<file path="config.mk">
export PLATFORM = sky130hd
export DESIGN_NAME = wbahb_rr_arbiter
export DESIGN_NICKNAME = d
export VERILOG_FILES = /design/src/rtl/wbahb_rr_arbiter_pkg.sv /design/src/rtl/wbahb_rr_arbiter_picker.sv /design/src/rtl/wbahb_rr_arbiter.sv
export SDC_FILE = /design/constraint.sdc
export NUM_CORES = 1
export LEC_CHECK = 0
export CAP_MARGIN = 20
export CORE_AREA = 4 4 169 171
export DETAILED_ROUTE_END_ITERATION = 8
export DIE_AREA = 0 0 173 175
export PLACE_DENSITY = 0.48
export SYNTH_ARGS = -nofsm -noshare
export SYNTH_HDL_FRONTEND = slang
export SYNTH_SLANG_ARGS = --single-unit
</file>
<file path="constraint.sdc">
create_clock -name clk_i -period 2.3 [get_ports clk_i]
set_input_delay 0.345 -clock clk_i [delete_from_list [all_inputs] [get_ports clk_i]]
set_output_delay 0.345 -clock clk_i [all_outputs]
set_load 0.01 [all_outputs]
</file>
<file path="src/rtl/wbahb_rr_arbiter_pkg.sv">
// wbahb_rr_arbiter_pkg: FSM encoding and limits shared by the WB round-robin arbiter
package wbahb_rr_arbiter_pkg;
  typedef enum logic {ST_IDLE, ST_OWN} state_t;
  localparam int MAX_MASTERS = 8;
endpackage

</file>
<file path="src/rtl/wbahb_rr_arbiter_picker.sv">
// wbahb_rr_arbiter_picker: one-hot round-robin pick of the first requester after last
module wbahb_rr_arbiter_picker #(
  parameter int N = 4,
  parameter int LW = $clog2(N)
) (
  input  logic [N-1:0]  req,
  input  logic [LW-1:0] last,
  output logic [N-1:0]  gnt
);
  logic [2*N-1:0] dbl_req, dbl_gnt;
  logic [N-1:0] rot, rot_gnt;
  // rotate so last+1 sits at bit 0, take the lowest set bit, rotate back
  always_comb begin
    dbl_req = {req, req} >> (32'(last) + 1);
    rot = dbl_req[N-1:0];
    rot_gnt = rot & (~rot + 1'b1);
    dbl_gnt = {rot_gnt, rot_gnt} << (32'(last) + 1);
    gnt = dbl_gnt[2*N-1:N];
  end
endmodule

</file>
<file path="src/rtl/wbahb_rr_arbiter.sv">
// wbahb_rr_arbiter: round-robin share of the WB-to-AHB bridge slave port with a stall watchdog
module wbahb_rr_arbiter
  import wbahb_rr_arbiter_pkg::*;
#(
  parameter int NUM_MASTERS = 4,
  parameter int AWIDTH = 32,
  parameter int DWIDTH = 32,
  parameter int TIMEOUT_CYC = 255
) (
  input  logic                          clk_i,
  input  logic                          rst_i,
  input  logic [NUM_MASTERS-1:0]        m_cyc_i,
  input  logic [NUM_MASTERS-1:0]        m_stb_i,
  input  logic [NUM_MASTERS-1:0]        m_we_i,
  input  logic [4*NUM_MASTERS-1:0]      m_sel_i,
  input  logic [AWIDTH*NUM_MASTERS-1:0] m_addr_i,
  input  logic [DWIDTH*NUM_MASTERS-1:0] m_data_i,
  output logic [DWIDTH-1:0]             m_data_o,
  output logic [NUM_MASTERS-1:0]        m_ack_o,
  output logic [NUM_MASTERS-1:0]        m_err_o,
  output logic                          s_cyc_o,
  output logic                          s_stb_o,
  output logic                          s_we_o,
  output logic [3:0]                    s_sel_o,
  output logic [AWIDTH-1:0]             s_addr_o,
  output logic [DWIDTH-1:0]             s_data_o,
  input  logic [DWIDTH-1:0]             s_data_i,
  input  logic                          s_ack_i,
  output logic [NUM_MASTERS-1:0]        gnt_o
);
  localparam int LW = $clog2(NUM_MASTERS);
  localparam int WW = TIMEOUT_CYC > 0 ? $clog2(TIMEOUT_CYC + 1) : 1;
  if (NUM_MASTERS < 2 || NUM_MASTERS > MAX_MASTERS) begin : g_bad_n
    $error("NUM_MASTERS must be 2..8");
  end
  state_t state, state_nx;
  logic [NUM_MASTERS-1:0] pick, gnt_nx;
  logic [LW-1:0] last_owner, last_nx, pick_idx;
  logic [WW-1:0] wdog, wdog_nx;
  logic own_cyc, own_stb, timeout;
  wbahb_rr_arbiter_picker #(.N(NUM_MASTERS), .LW(LW)) u_picker (
    .req(m_cyc_i),
    .last(last_owner),
    .gnt(pick)
  );
  // last_owner is loaded at grant time, so while owning it already names the owner
  always_ff @(posedge clk_i or posedge rst_i)
    if (rst_i) begin
      state <= ST_IDLE;
      gnt_o <= '0;
      last_owner <= LW'(NUM_MASTERS - 1);
      wdog <= '0;
    end else begin
      state <= state_nx;
      gnt_o <= gnt_nx;
      last_owner <= last_nx;
      wdog <= wdog_nx;
    end
  always_comb begin
    state_nx = state;
    gnt_nx = gnt_o;
    last_nx = last_owner;
    wdog_nx = '0;
    if (state == ST_IDLE) begin
      state_nx = |m_cyc_i ? ST_OWN : ST_IDLE;
      gnt_nx = |m_cyc_i ? pick : '0;
      last_nx = |m_cyc_i ? pick_idx : last_owner;
    end else if (!own_cyc) begin
      state_nx = ST_IDLE;
      gnt_nx = '0;
    end else
      wdog_nx = (TIMEOUT_CYC != 0 && s_stb_o && !s_ack_i) ? wdog + WW'(1) : '0;
  end
  always_comb begin
    own_cyc = 1'b0;
    own_stb = 1'b0;
    s_we_o = 1'b0;
    s_sel_o = '0;
    s_addr_o = '0;
    s_data_o = '0;
    pick_idx = '0;
    for (int i = 0; i < NUM_MASTERS; i++) begin
      own_cyc = own_cyc | (gnt_o[i] & m_cyc_i[i]);
      own_stb = own_stb | (gnt_o[i] & m_stb_i[i]);
      s_we_o = s_we_o | (gnt_o[i] & m_we_i[i]);
      s_sel_o = s_sel_o | (m_sel_i[4*i +: 4] & {4{gnt_o[i]}});
      s_addr_o = s_addr_o | (m_addr_i[AWIDTH*i +: AWIDTH] & {AWIDTH{gnt_o[i]}});
      s_data_o = s_data_o | (m_data_i[DWIDTH*i +: DWIDTH] & {DWIDTH{gnt_o[i]}});
      pick_idx = pick[i] ? LW'(i) : pick_idx;
    end
    // an ack landing on the timeout cycle wins over the error
    timeout = TIMEOUT_CYC != 0 && state == ST_OWN && wdog == WW'(TIMEOUT_CYC) && !s_ack_i;
    s_cyc_o = own_cyc;
    s_stb_o = own_cyc & own_stb & ~timeout;
    m_ack_o = gnt_o & {NUM_MASTERS{s_ack_i}};
    m_err_o = gnt_o & {NUM_MASTERS{timeout}};
    m_data_o = s_data_i;
  end
endmodule

</file>
==> results of run 1 <==
[sequential cells by signal, indices dropped and copies added (netlist names)]
register,count
state,1
wdog,8
last_owner,2
gnt_o,4
[where the power goes]
group / leakage [nW] / total, mW / switching [mW] / internal [mW]
Clock: 0.0382 / 0.340 / 0.105 / 0.235
Combinational: 2.38 / 3.57 / 1.59 / 1.98
Sequential: 0.190 / 0.437 / 0.104 / 0.332
[layer usage]
| metal | vias up | track usage (%) |
|---|---|---|
| met5 | - | 0 |
| met4 | 0 | 1.63 |
| met1 | 1947 | 11.6 |
| li1 | 2068 | - |
| met2 | 256 | 18.4 |
| met3 | 24 | 3.31 |
[critical path, stage by stage (launching register included)]
cell,delay [ps]
dfrtp_2,500
buf_6,280
a22oi_1,150
nand2_1,90
clkdlybuf4s50_1,550
[how the worst max path moves through the flow]
stage,slack (ps),cells after the start,start,end
after floorplan,690,6,last_owner[1]$_DFFE_PP1P_,last_owner[1]$_DFFE_PP1P_
after global placement,-40,5,m_cyc_i[3],s_stb_o
after detailed placement,-30,5,m_cyc_i[3],s_stb_o
after CTS,10,6,wdog[0]$_DFF_PP0_,m_err_o[0]
after global routing,40,4,gnt_o[3]$_DFFE_PP0P_,s_addr_o[20]
final,110,4,gnt_o[1]$_DFFE_PP0P_,s_addr_o[20]
[cell type report]
class | instances | area [µm²]
multi-input cells | 294 | 1900
flip-flops and latches | 15 | 384
clock buffers | 4 | 78.8
inverters | 6 | 22.5
repair buffers | 386 | 3900
fillers | 2968 | 20200
well taps | 341 | 427
[layout by cell type, fill, tap and decap left out, types with 6 or more instances in the layout]
cell type        synthesis  routed
clkdlybuf4s50_1          0     364
buf_4                   33      10
a22oi_1                143     143
nand2_1                 79      79
and2_1                   9       8
dfrtp_1                 13       8
inv_1                    6       6
nor2_1                  15      15
[through the flow]
stage                     TNS [ps]  area, µm²  setup slack (ps)  instances
after global routing             0       6710              35.8       1046
after global placement       -35.8       6600             -35.8       1042
after detailed placement     -35.0       6600             -35.0       1042
after CTS                        0       6680              14.3       1046
final                            0       6710               115       1046
after floorplan                  0       2680               694        384
[kinds of logic after synthesis]
family          Yosys count  share of synthesized area (%)
compound gates          161                           45.5
simple gates            122                           20.6
buf+inv                  75                           15.6
flops                    15                           14.1
xor+xnor                  6                           1.96
mux                       3                           1.26
fa+ha+maj                 2                          0.932
[synthesized netlist by cell type (4+ instances only)]
library cell and count:
dfrtp_1 13, nand2_1 79, a22oi_1 143, and2_1 9
a21oi_1 5, buf_4 33, buf_1 4, clkbuf_1 26
buf_2 5, nor2_1 15, inv_1 6, xnor2_1 4
[timing repair]
item / CTS / global route
setup endpoints to repair: 2 / 16
pin swaps: 0 / 1
resized for setup: 2 / 9
hold endpoints to repair: 0 / 0
==> results.cfg, run 1 <==
[yosys]
avgSynthCellArea_um2 = 6.99
synth_area_mm2 = 0.00268
synth_top_area_share_pct = 40.0
synth-seq-cells = 15
yosys.area.top_type = a22oi_1
ys_seq_area_share_pct = 14.1
synth_edf_count = 0
synth_cells = 384
ys_types = 42
yosysWarningCount = 0
synthFlopType = dfrtp_1
synth_async_sr_flop_share_pct = 100
synth_nets = 705
synth_area_leaders = a22oi_1 (40%), dfrtp_1 (12%), nand2_1 (11%)

[global_route]
grt.overflow.total = 0
grt_pass1_vias = 4401
grt_max_degree = 41
grt_pass1_wl_mm = 24.8
antenna_found_initial = 0
grtUsageTotal_pct = 10.0

[sta]
fin_crit_sh_pct = 95.0
skew_ps = 1.53
finalSetupViolations = 0
slew_viol_final = 0
hold_viol = 0
min_period_ps = 2190
hold_ws_ps = 481
tightest_slew_ps = 617
rsz0062_at_grt = false
fmax_mhz = 458
relSlewSlack_pct = 58.8

[cells_and_area]
final_layout_size_suffix_gt1_share_pct = 5.11
syn2layout_area_growth_pct = 150
nets = 1027
final_util_pct = 25.0
antenna_cells = 0

[clocking]
cts_tree = built
clkLatencyLatePin_ps = 240
clock_path_buffers = 2
postCtsHoldBufs = 0
clock-root-buffer = clkbuf_16
cts_max_level = 1
path_clk_slew_ps = 50
cts_setup_buffers = 0
cts_buffers = 3
cts.sinks = 15

[placed_design]
dpl.hpwl_mm = 14.2
portBuffers = 369
place_congestion = 0.765

[route]
wl_met1_mm = 6.71
wire_per_inst_um = 16.4
ant_nets = 0
via_count = 4295
top_layer = met4
wl_met3_mm = 1.54
drt_iter0_markers = 173
drt-total-wl_mm = 17.2
vias_per_cell = 4.11
drt-pass1-iter-count = 4
dr_wl_met2_mm = 8.67
drc_errors = 0

[critical_path]
r2r_slack_ps = 580
cp-end-kind = primary output
cp-start-kind = flip-flop
crit_fanout = 29
reg2regPathDepth = 5
rr_endpoint = gnt_o[3]$_DFFE_PP0P_
crit-reg2reg-launch = last_owner[1]$_DFFE_PP1P_
cp.arrival_ps = 1840
cp.required_ps = 1960
critPathKind = flip-flop to primary output

[power]
peakVddDrop_v = 0.000309
total_power_mw = 4.35
power_density_mw_per_mm2 = 648
p_leak_nw = 2.61

[floorplanning]
ios = 434
start_util_pct = 9.99
dieArea_mm2 = 0.0303
fp.dieW_um = 173
die_h_um = 175
core_mm2 = 0.0269
rows = 60

[run_status]
status = complete, no violations

[worst_hold_path]
hp-class = input port to async pin

[job]
max_cap_violations = 0
No activity file was read; power rests on OpenSTA's default activity.
==> run 2, diff against run 1 <==
--- a/config.mk
+++ b/config.mk
@@ -5,11 +5,12 @@
 export SDC_FILE = /design/constraint.sdc
 export NUM_CORES = 1
 export LEC_CHECK = 0
+export ABC_AREA = 1
 export CAP_MARGIN = 20
 export CORE_AREA = 4 4 169 171
 export DETAILED_ROUTE_END_ITERATION = 8
 export DIE_AREA = 0 0 173 175
-export PLACE_DENSITY = 0.48
+export PLACE_DENSITY = 0.49
 export SYNTH_ARGS = -nofsm -noshare
 export SYNTH_HDL_FRONTEND = slang
 export SYNTH_SLANG_ARGS = --single-unit
==> results.cfg, run 2 <==
[floorplanning]
core_mm2 = 0.0269
rows = 60
die_h_um = 175
fp.dieW_um = 173
ios = 434
dieArea_mm2 = 0.0303
start_util_pct = 11.0

[clocking]
clock-root-buffer = clkbuf_16
cts_max_level = 1
postCtsHoldBufs = 0
clock_path_buffers = 2
cts.sinks = 15
clkLatencyLatePin_ps = 250
cts_buffers = 3
cts_tree = built
path_clk_slew_ps = 50

[cells_and_area]
syn2layout_area_growth_pct = 138
reg.largest.list = wdog: 8 flops, gnt_o: 4 flops, last_owner: 2 flops
regMostFlops = wdog
final_cell_mix = clkdlybuf4s50_1 (364), nand2_1 (325), nand4_1 (72)
largest_reg_flops = 8
mostFrequentLayoutCell = clkdlybuf4s50_1
final_layout_size_suffix_gt1_share_pct = 4.85
antenna_cells = 0
fill_cells = 3039
nets = 1229

[power]
peakVddDrop_v = 0.000283
total_power_mw = 4.92
p_leak_nw = 2.78
power_density_mw_per_mm2 = 699

[yosys]
synthFlopType = dfrtp_1
netlist_top_cells_count = nand2_1 (325), nand4_1 (72), buf_4 (35)
ys_seq_area_share_pct = 12.7
synth_nets = 898
yosysMostFrequentCell = nand2_1
synth_edf_count = 0
avgSynthCellArea_um2 = 5.14
synth_top_area_share_pct = 41.2
yosysWarningCount = 0
synth-seq-cells = 15
synth_cells = 577
synth_area_leaders = nand2_1 (41%), nand4_1 (15%), dfrtp_1 (11%)
yosys.area.top_type = nand2_1
synth_async_sr_flop_share_pct = 100
ys_types = 31
synth_area_mm2 = 0.00296

[critical_path]
cp.arrival_ps = 1880
rr_endpoint = last_owner[0]$_DFFE_PP1P_
cp-start-kind = flip-flop
r2r_slack_ps = 390
critPathKind = flip-flop to primary output
crit_fanout = 44
cpMaxStageDelayCell = clkdlybuf4s50_1
cp-end-kind = primary output
cp.required_ps = 1960
crit-reg2reg-launch = last_owner[0]$_DFFE_PP1P_
path_cells = buf_12 > nand2_1 > nand4_1 > clkdlybuf4s50_1
reg2regPathDepth = 12
worst_path_largest_cell_delay_ps = 550

[placed_design]
portBuffers = 369
place_congestion = 0.778
dpl.hpwl_mm = 16.0

[route]
via_count = 4954
top_layer = met4
drt-pass1-iter-count = 4
vias_per_cell = 3.97
ant_nets = 0
wl_met3_mm = 1.62
wire_per_inst_um = 15.1
drc_errors = 0
drt-total-wl_mm = 18.9
drt_iter0_markers = 148
wl_met1_mm = 7.42
dr_wl_met2_mm = 9.42

[sta]
rsz0062_at_grt = false
min_period_ps = 2220
setup-tns-final_ps = 0
finalSetupViolations = 0
slew_viol_final = 0
tightest_slew_ps = 591
relSlewSlack_pct = 60.6
hold_viol = 0
fin_crit_sh_pct = 96.7
skew_ps = 3.44
fmax_mhz = 450

[global_route]
grt_pass1_vias = 5096
grt_pass1_wl_mm = 27.9
grt_max_degree = 45
grtUsageTotal_pct = 11.3
grt.overflow.total = 0
antenna_found_initial = 0

[job]
max_cap_violations = 0

[worst_hold_path]
hp-class = input port to async pin

[run_status]
status = complete, no violations
-- run 2: changes by cell type in the layout (fill, tap and decap cells not counted), moves of 5 or more --
cell,before,now
a22oi_1,143,0
and2_1,8,0
buf_4,10,15
inv_1,6,26
nand2_1,79,325
nand3_1,3,23
nand4_1,0,72
-- run 2: timing repair --
action,4_1_cts,5_1_grt
resized for setup,5,5
buffers inserted,0,0
cloned,0,0
setup endpoints to repair,5,10
pin swaps,0,0
-- run 2: how the worst max path moves through the flow --
stage                               startpoint      endpoint  slack [ps]
after global placement              m_cyc_i[2]       s_stb_o          50
after floorplan              wdog[0]$_DFF_PP0_       s_stb_o         560
final                     gnt_o[2]$_DFFE_PP0P_  s_data_o[28]          80
after detailed placement            m_cyc_i[2]       s_stb_o          60
after CTS                 gnt_o[2]$_DFFE_PP0P_   s_data_o[9]          30
after global routing         wdog[0]$_DFF_PP0_    m_err_o[0]           2
-- run 2: kinds of logic (layout without fill, tap and decap cells) --
family | after synthesis | in the layout | synth area share, %
xor+xnor | 4 | 4 | 1.18
compound gates | 12 | 12 | 2.58
simple gates | 451 | 451 | 66.1
flops | 15 | 15 | 12.7
buf+inv | 93 | 423 | 16.5
fa+ha+maj | 2 | 2 | 0.844
-- run 2: routing by layer --
| metal | global-route usage [%] | vias up |
|---|---|---|
| met5 | 0 | - |
| met4 | 2.83 | 0 |
| met3 | 3.07 | 30 |
| met2 | 21.1 | 244 |
| met1 | 12.8 | 2181 |
| li1 | - | 2499 |
-- run 2: power by group --
group	internal, mW	total, mW	leakage (nW)	switching, mW
registers	0.338	0.459	0.192	0.122
logic	2.11	4.12	2.55	2.02
clock network	0.232	0.340	0.0409	0.108
-- run 2: worst max-delay path: cells and delay by family (launching register included) --
kind	cells	cell delay (ps)
buffers and inverters	2	800
flip-flops	1	520
AND/OR/NAND/NOR	2	270
-- run 2: final cells by class --
type | instances | area [µm²] | area share, %
Timing Repair Buffer | 392 | 3950 | 56.1
Multi-Input combinational cell | 469 | 2100 | 29.8
Tap cell | 341 | 427 | 6.06
Sequential cell | 15 | 383 | 5.44
Inverter | 27 | 101 | 1.44
Clock buffer | 3 | 75.1 | 1.07
Clock inverter | 1 | 5.00 | 0.0711
-- run 2: metrics by stage --
stage	setup WS (ps)	instance area, µm²	utilization, %	instances	hold WS, ps
finish	75.6	7040	26.2	1248	463
global route	2.32	7040	26.2	1248	482
CTS	25.1	7030	26.2	1248	464
detailed placement	56.6	6960	25.9	1244	458
global placement	52.1	6960	25.9	1244	451
floorplan	561	2960	-	577	245
==> run 3, diff against run 2 <==
--- a/config.mk
+++ b/config.mk
@@ -6,6 +6,7 @@
 export NUM_CORES = 1
 export LEC_CHECK = 0
 export ABC_AREA = 1
+export ABC_CLOCK_PERIOD_IN_PS = 2300
 export CAP_MARGIN = 20
 export CORE_AREA = 4 4 169 171
 export DETAILED_ROUTE_END_ITERATION = 8
==> results of run 3 <==
No change in the layout: final DEF, timing and power equal those of run 2.
==> RTL change 1 (flow settings as in run 2) <==
The parameter `DWIDTH` goes from 32 to 40.
--- a/src/rtl/wbahb_rr_arbiter.sv
+++ b/src/rtl/wbahb_rr_arbiter.sv
@@ -6,3 +6,3 @@
   parameter int AWIDTH = 32,
-  parameter int DWIDTH = 32,
+  parameter int DWIDTH = 40,
   parameter int TIMEOUT_CYC = 255
Ports: changed (resized m_data_i, m_data_o, s_data_i and s_data_o); port bits go from 434 to 490. No check against the original RTL was run, so the function may have changed too.
==> RTL change 1 against run 2 <==
Total power up 11%; hold slack got worse by 0.0073 ns; die area unchanged; sequential cell count unchanged; via count is 8.7% higher; global-route usage is 3.1 points higher; maximum frequency up 1.3%; cell count up 5.8%; synthesized area increased by 8.5%; cell area up 7.5%; combinational power grew 13%; worst setup slack better by 0.029 ns; wire length up 26%.
==> RTL change 1: results (changes against run 2) <==
* finished, final reports clean — run status
* 32 — number of distinct library cell variants in the gate-level netlist after synthesis, +3.2%
* 19.8 mm — detailed placement HPWL, +24%
* 42.1% — area share of the largest cell type after synthesis, +0.98 points
* 988 — Post-Syn Nets, +10%
* 61.2% — worst rel slew slack, +0.62 points
* 0.000424 V — peak supply drop, +50%
* 275 — number of DRC markers after the initial detailed-route iteration, +86%
* 7480 um2 — Placed Instance Area, +7.4%
* 34.6 mm — first-pass GRT wire length, +24%
* 1.85 ns — Crit path arrival time, -0.03 ns
* 0.831 — routability congestion estimate from global placement, +6.9%
* 14.4% — overall routing resource usage, +3.1 points
* 0.00503 ns — Clock Skew, +0.00160 ns
* sky130_fd_sc_hd__nand2_1, sky130_fd_sc_hd__nand4_1, sky130_fd_sc_hd__buf_4, sky130_fd_sc_hd__clkbuf_1 — top cells by count, synth
* 1,339 — total number of nets in the final design, +9.0%
* 2.87 mW — Int Pwr, +7.1%
* -0.0760 ns — worst setup timing slack at the placement stage, -0.133 ns
* 43 — maximum fanout along the worst path, -2.3%
* 409 — count of buffers inserted at the top-level ports, +11%
* 4.08 — average via count per standard cell, +2.8%
* 0.57 ns — CP peak stage delay, +0.02 ns
* 18.0 um — WL per Instance, +19%
* 2.97 nW — Static Leakage, +6.5%
* 5.13 um2 — syn_area_per_cell, -0.17%
* 5,385 — Via Count, +8.7%
## RTL change 1: changes by cell type after synthesis, sizes merged, moves of 3 or more
cell    before  now
nand2      329  366
buf         45   54
nand4       72   78
nor3         6    1
inv         27   23
nor2        17   21
clkbuf      21   24
## RTL change 1: cell families after synthesis
| group | after synthesis | share of synthesized area (%) |
|---|---|---|
| and+or+nand+nor | 492 | 66.8 |
| buffers and inverters | 103 | 17.4 |
| DFF | 15 | 11.8 |
| AOI/OAI and AO/OA | 10 | 1.91 |
| xor gates and xnor gates | 5 | 1.36 |
| adders and majority gates | 2 | 0.778 |
## RTL change 1: worst max-delay path: cells and delay by family (launching register included)
family,cells,cell delay (ns)
and+or+nand+nor,2,0.26
DFF,1,0.49
buffers and inverters,2,0.81
## RTL change 1: routing by layer
layer	GRT usage (%)	share of wire [%]	up-vias
li1	-	-	2686
met1	19.0	44	2433
met2	23.7	47	246
met3	4.50	8.3	18
met4	2.36	1.2	2
met5	0	0.055	-
## RTL change 1: final timing paths
check,from,to,slack [ns],cells after the start
max,gnt_o[2]$_DFFE_PP0P_,s_data_o[10],0.10,4
max in group asynchronous,rst_i,gnt_o[3]$_DFFE_PP0P_,1.43,2
min,rst_i,wdog[0]$_DFF_PP0_,0.46,2
min in group clk_i,wdog[0]$_DFF_PP0_,wdog[0]$_DFF_PP0_,0.46,1
min reg2reg,wdog[0]$_DFF_PP0_,wdog[0]$_DFF_PP0_,0.46,1
max reg2reg,last_owner[0]$_DFFE_PP1P_,gnt_o[2]$_DFFE_PP0P_,0.41,10
## RTL change 1: power by group through the flow
stage | Clock (mW) | Sequential (mW) | Combinational, mW
after CTS | 0.346 | 0.454 | 4.77
final | 0.343 | 0.452 | 4.67
after global placement | 0 | 0.458 | 4.74
after floorplan | 0 | 0.381 | 2.16
after global routing | 0.356 | 0.465 | 5.08
after detailed placement | 0 | 0.459 | 4.72
## RTL change 1: cell type report
cell class | instances | area, um2
fill | 2981 | 19300
timing repair buffer | 424 | 4300
multi-input combinational | 509 | 2280
tap | 341 | 427
sequential | 15 | 383
inverter | 25 | 95.1
clock buffer | 3 | 75.1
clock inverter | 1 | 5.00
antenna | 2 | 5.00
## RTL change 1: repair_timing
action	4_1_cts	5_1_grt
cloned	0	0
setup buffers	0	0
hold endpoints to repair	0	0
endpoints found under the setup margin	6	30
gates resized for setup	7	3
==> RTL change 2 (settings of run 2) <==
Made on the original files. Put a register stage on the output `m_err_o`. The value now appears one clock later. The other outputs are not delayed to match.
--- a/src/rtl/wbahb_rr_arbiter.sv
+++ b/src/rtl/wbahb_rr_arbiter.sv
@@ -32,2 +32,4 @@
   localparam int WW = TIMEOUT_CYC > 0 ? $clog2(TIMEOUT_CYC + 1) : 1;
+
+  logic [NUM_MASTERS-1:0] m_err_d;
   if (NUM_MASTERS < 2 || NUM_MASTERS > MAX_MASTERS) begin : g_bad_n
@@ -95,5 +97,9 @@
     m_ack_o = gnt_o & {NUM_MASTERS{s_ack_i}};
-    m_err_o = gnt_o & {NUM_MASTERS{timeout}};
+    m_err_d = gnt_o & {NUM_MASTERS{timeout}};
     m_data_o = s_data_i;
   end
+  always_ff @(posedge clk_i) begin
+    m_err_o <= m_err_d;
+  end
+
 endmodule
Behaviour: no difference found for any inputs over 10 cycles, from zero or initial values and one cycle with rst_i high; that may be too few to reach the edited logic, so the function may still have changed.
==> RTL change 2 against run 2 <==
Synthesized area rose by 1.8%; total power rose by 2.0%; wire length rose by 7.7%; cell area rose by 0.76%; clock power rose by 3%; sequential cell count rose by 4; register-to-register slack improved by 0.04 ns; worst setup slack improved by 0.041 ns; non-clock buffer count fell by 1.
==> RTL change 2: results (changes against run 2) <==
* 15.2% — Seq/Total Area, Yosys, +2.4 points
* 40 — maximum fanout along the worst path, -9.1%
* 0.454 ns — final hold slack, -0.00899 ns
* 0.43 ns — register-to-register path setup slack, +0.04 ns
* sky130_fd_sc_hd__nand2_1, sky130_fd_sc_hd__nand4_1, sky130_fd_sc_hd__dfrtp_1 — synth top area cells
* 78.9% — share of async-settable or async-resettable flops after synthesis, -21 points
* 17.0 mm — detailed placement HPWL, +6.2%
* 10 — number of cells traversed by the worst register-to-register path, -2
* 2.79 nW — Static Leakage, about the same
* 0.000340 V — peak supply drop, +20%
* 0.61 ns — CP peak stage delay, +0.06 ns
* 29 — number of distinct library cell variants in the gate-level netlist after synthesis, -6.5%
* 29.5 mm — first-pass GRT wire length, +5.8%
* 1.84 ns — Crit path arrival time, -0.04 ns
* 4.19% — layout cells sized above 1, -0.66 points
* flip-flop to flip-flop — path type of the worst min-delay path
* 59.7% — worst rel slew slack, -0.86 points
* sky130_fd_sc_hd__nand2_1, sky130_fd_sc_hd__nand4_1, sky130_fd_sc_hd__buf_4, sky130_fd_sc_hd__nor2_1, sky130_fd_sc_hd__inv_1 — top cells by count, synth
* last_owner[1]$_DFFE_PP1P_ — end of the worst register-to-register path
* 0.00181 ns — Clock Skew, -0.00163 ns
* 1 — initial antenna violation count, +1
* 16.3 um — WL per Instance, +7.6%
* 0.827 — routability congestion estimate from global placement, +6.3%
* 2,997 — FILL cells, -1.4%
* 4,892 — Via Count, -1.3%
* 2080 um2 — footprint of the multi-input gates, -0.95%
* 4,847 — vias in the first global route, -4.9%
* finished, final reports clean — run status
* 12.3% — overall routing resource usage, +0.97 points
* 899 — Post-Syn Nets, +0.11%
* 44 — pin count of the biggest net entering global routing, -2.2%
* 198 — number of DRC markers after the initial detailed-route iteration, +34%
-- RTL change 2: changes by cell type in the layout (fill, tap and decap cells not counted), moves of 3 or more --
cell                                     run 2  this run
sky130_fd_sc_hd__nor2_1                     16        25
sky130_fd_sc_hd__nor3_1                      6         0
sky130_fd_sc_hd__dfxtp_1                     0         4
sky130_fd_sc_hd__clkdlybuf4s50_1           364       368
sky130_fd_sc_hd__nand3_1                    23        20
-- RTL change 2: timing repair --
item / 4_1_cts / 5_1_grt
setup buffers: 0 / 1
setup endpoints to repair: 1 / 9
gates resized for setup: 1 / 1
-- RTL change 2: power breakdown --
group / switching, mW / internal [mW] / total, mW
sequential: 0.109 / 0.408 / 0.517
combinational: 2.05 / 2.10 / 4.15
clock: 0.114 / 0.235 / 0.350
total: 2.27 / 2.75 / 5.02
-- RTL change 2: critical path, delay by kind of cell (launching register included) --
family	cells	cell delay, ns
AND/OR/NAND/NOR	2	0.22
flip-flops	1	0.46
buffers and inverters	2	0.84
-- RTL change 2: cell type report --
cell class | instances | share of cell area, %
inverters | 25 | 1.32
clock buffers | 4 | 1.11
multi-input cells | 468 | 29.3
repair buffers | 391 | 55.7
flip-flops and latches | 19 | 6.53
well taps | 341 | 6.01
diodes | 1 | 0.0353
-- RTL change 2: worst max-delay path by stage --
stage,slack [ns],depth (start not counted),to
after global placement,0.04,8,s_stb_o
after global routing,0.03,5,s_data_o[17]
after detailed placement,0.02,8,s_stb_o
after floorplan,0.64,7,s_stb_o
after CTS,0.003,5,s_data_o[17]
final,0.12,4,s_addr_o[26]
-- RTL change 2: kinds of logic (layout without fill, tap and decap cells) --
logic type | count (synthesis) | count (layout) | share of synthesized area (%)
AOI/OAI and AO/OA | 9 | 9 | 1.78
other | 0 | 1 | 0
and+or+nand+nor | 451 | 451 | 64.6
buffers and inverters | 91 | 420 | 15.8
xor gates and xnor gates | 6 | 6 | 1.74
DFF | 19 | 19 | 15.2
adders and majority gates | 2 | 2 | 0.829
-- RTL change 2: stage by stage --
| step | std cells | power (mW) | setup slack [ns] | area, um2 |
|---|---|---|---|---|
| after floorplan | 578 | 2.40 | 0.641 | 3020 |
| after global placement | 1243 | 4.76 | 0.0439 | 7000 |
| after detailed placement | 1243 | 4.72 | 0.0230 | 7000 |
| after CTS | 1247 | 5.10 | 0.00258 | 7080 |
| after global routing | 1249 | 5.42 | 0.0291 | 7090 |
| final | 1249 | 5.02 | 0.117 | 7090 |
-- RTL change 2: per-layer routing --
layer	vias up	global-route usage [%]	part of all wire (%)
li1	2490	-	-
met1	2163	15.0	40
met2	227	22.3	51
met3	12	3.22	7.8
met4	0	1.56	1.1
met5	-	0	0
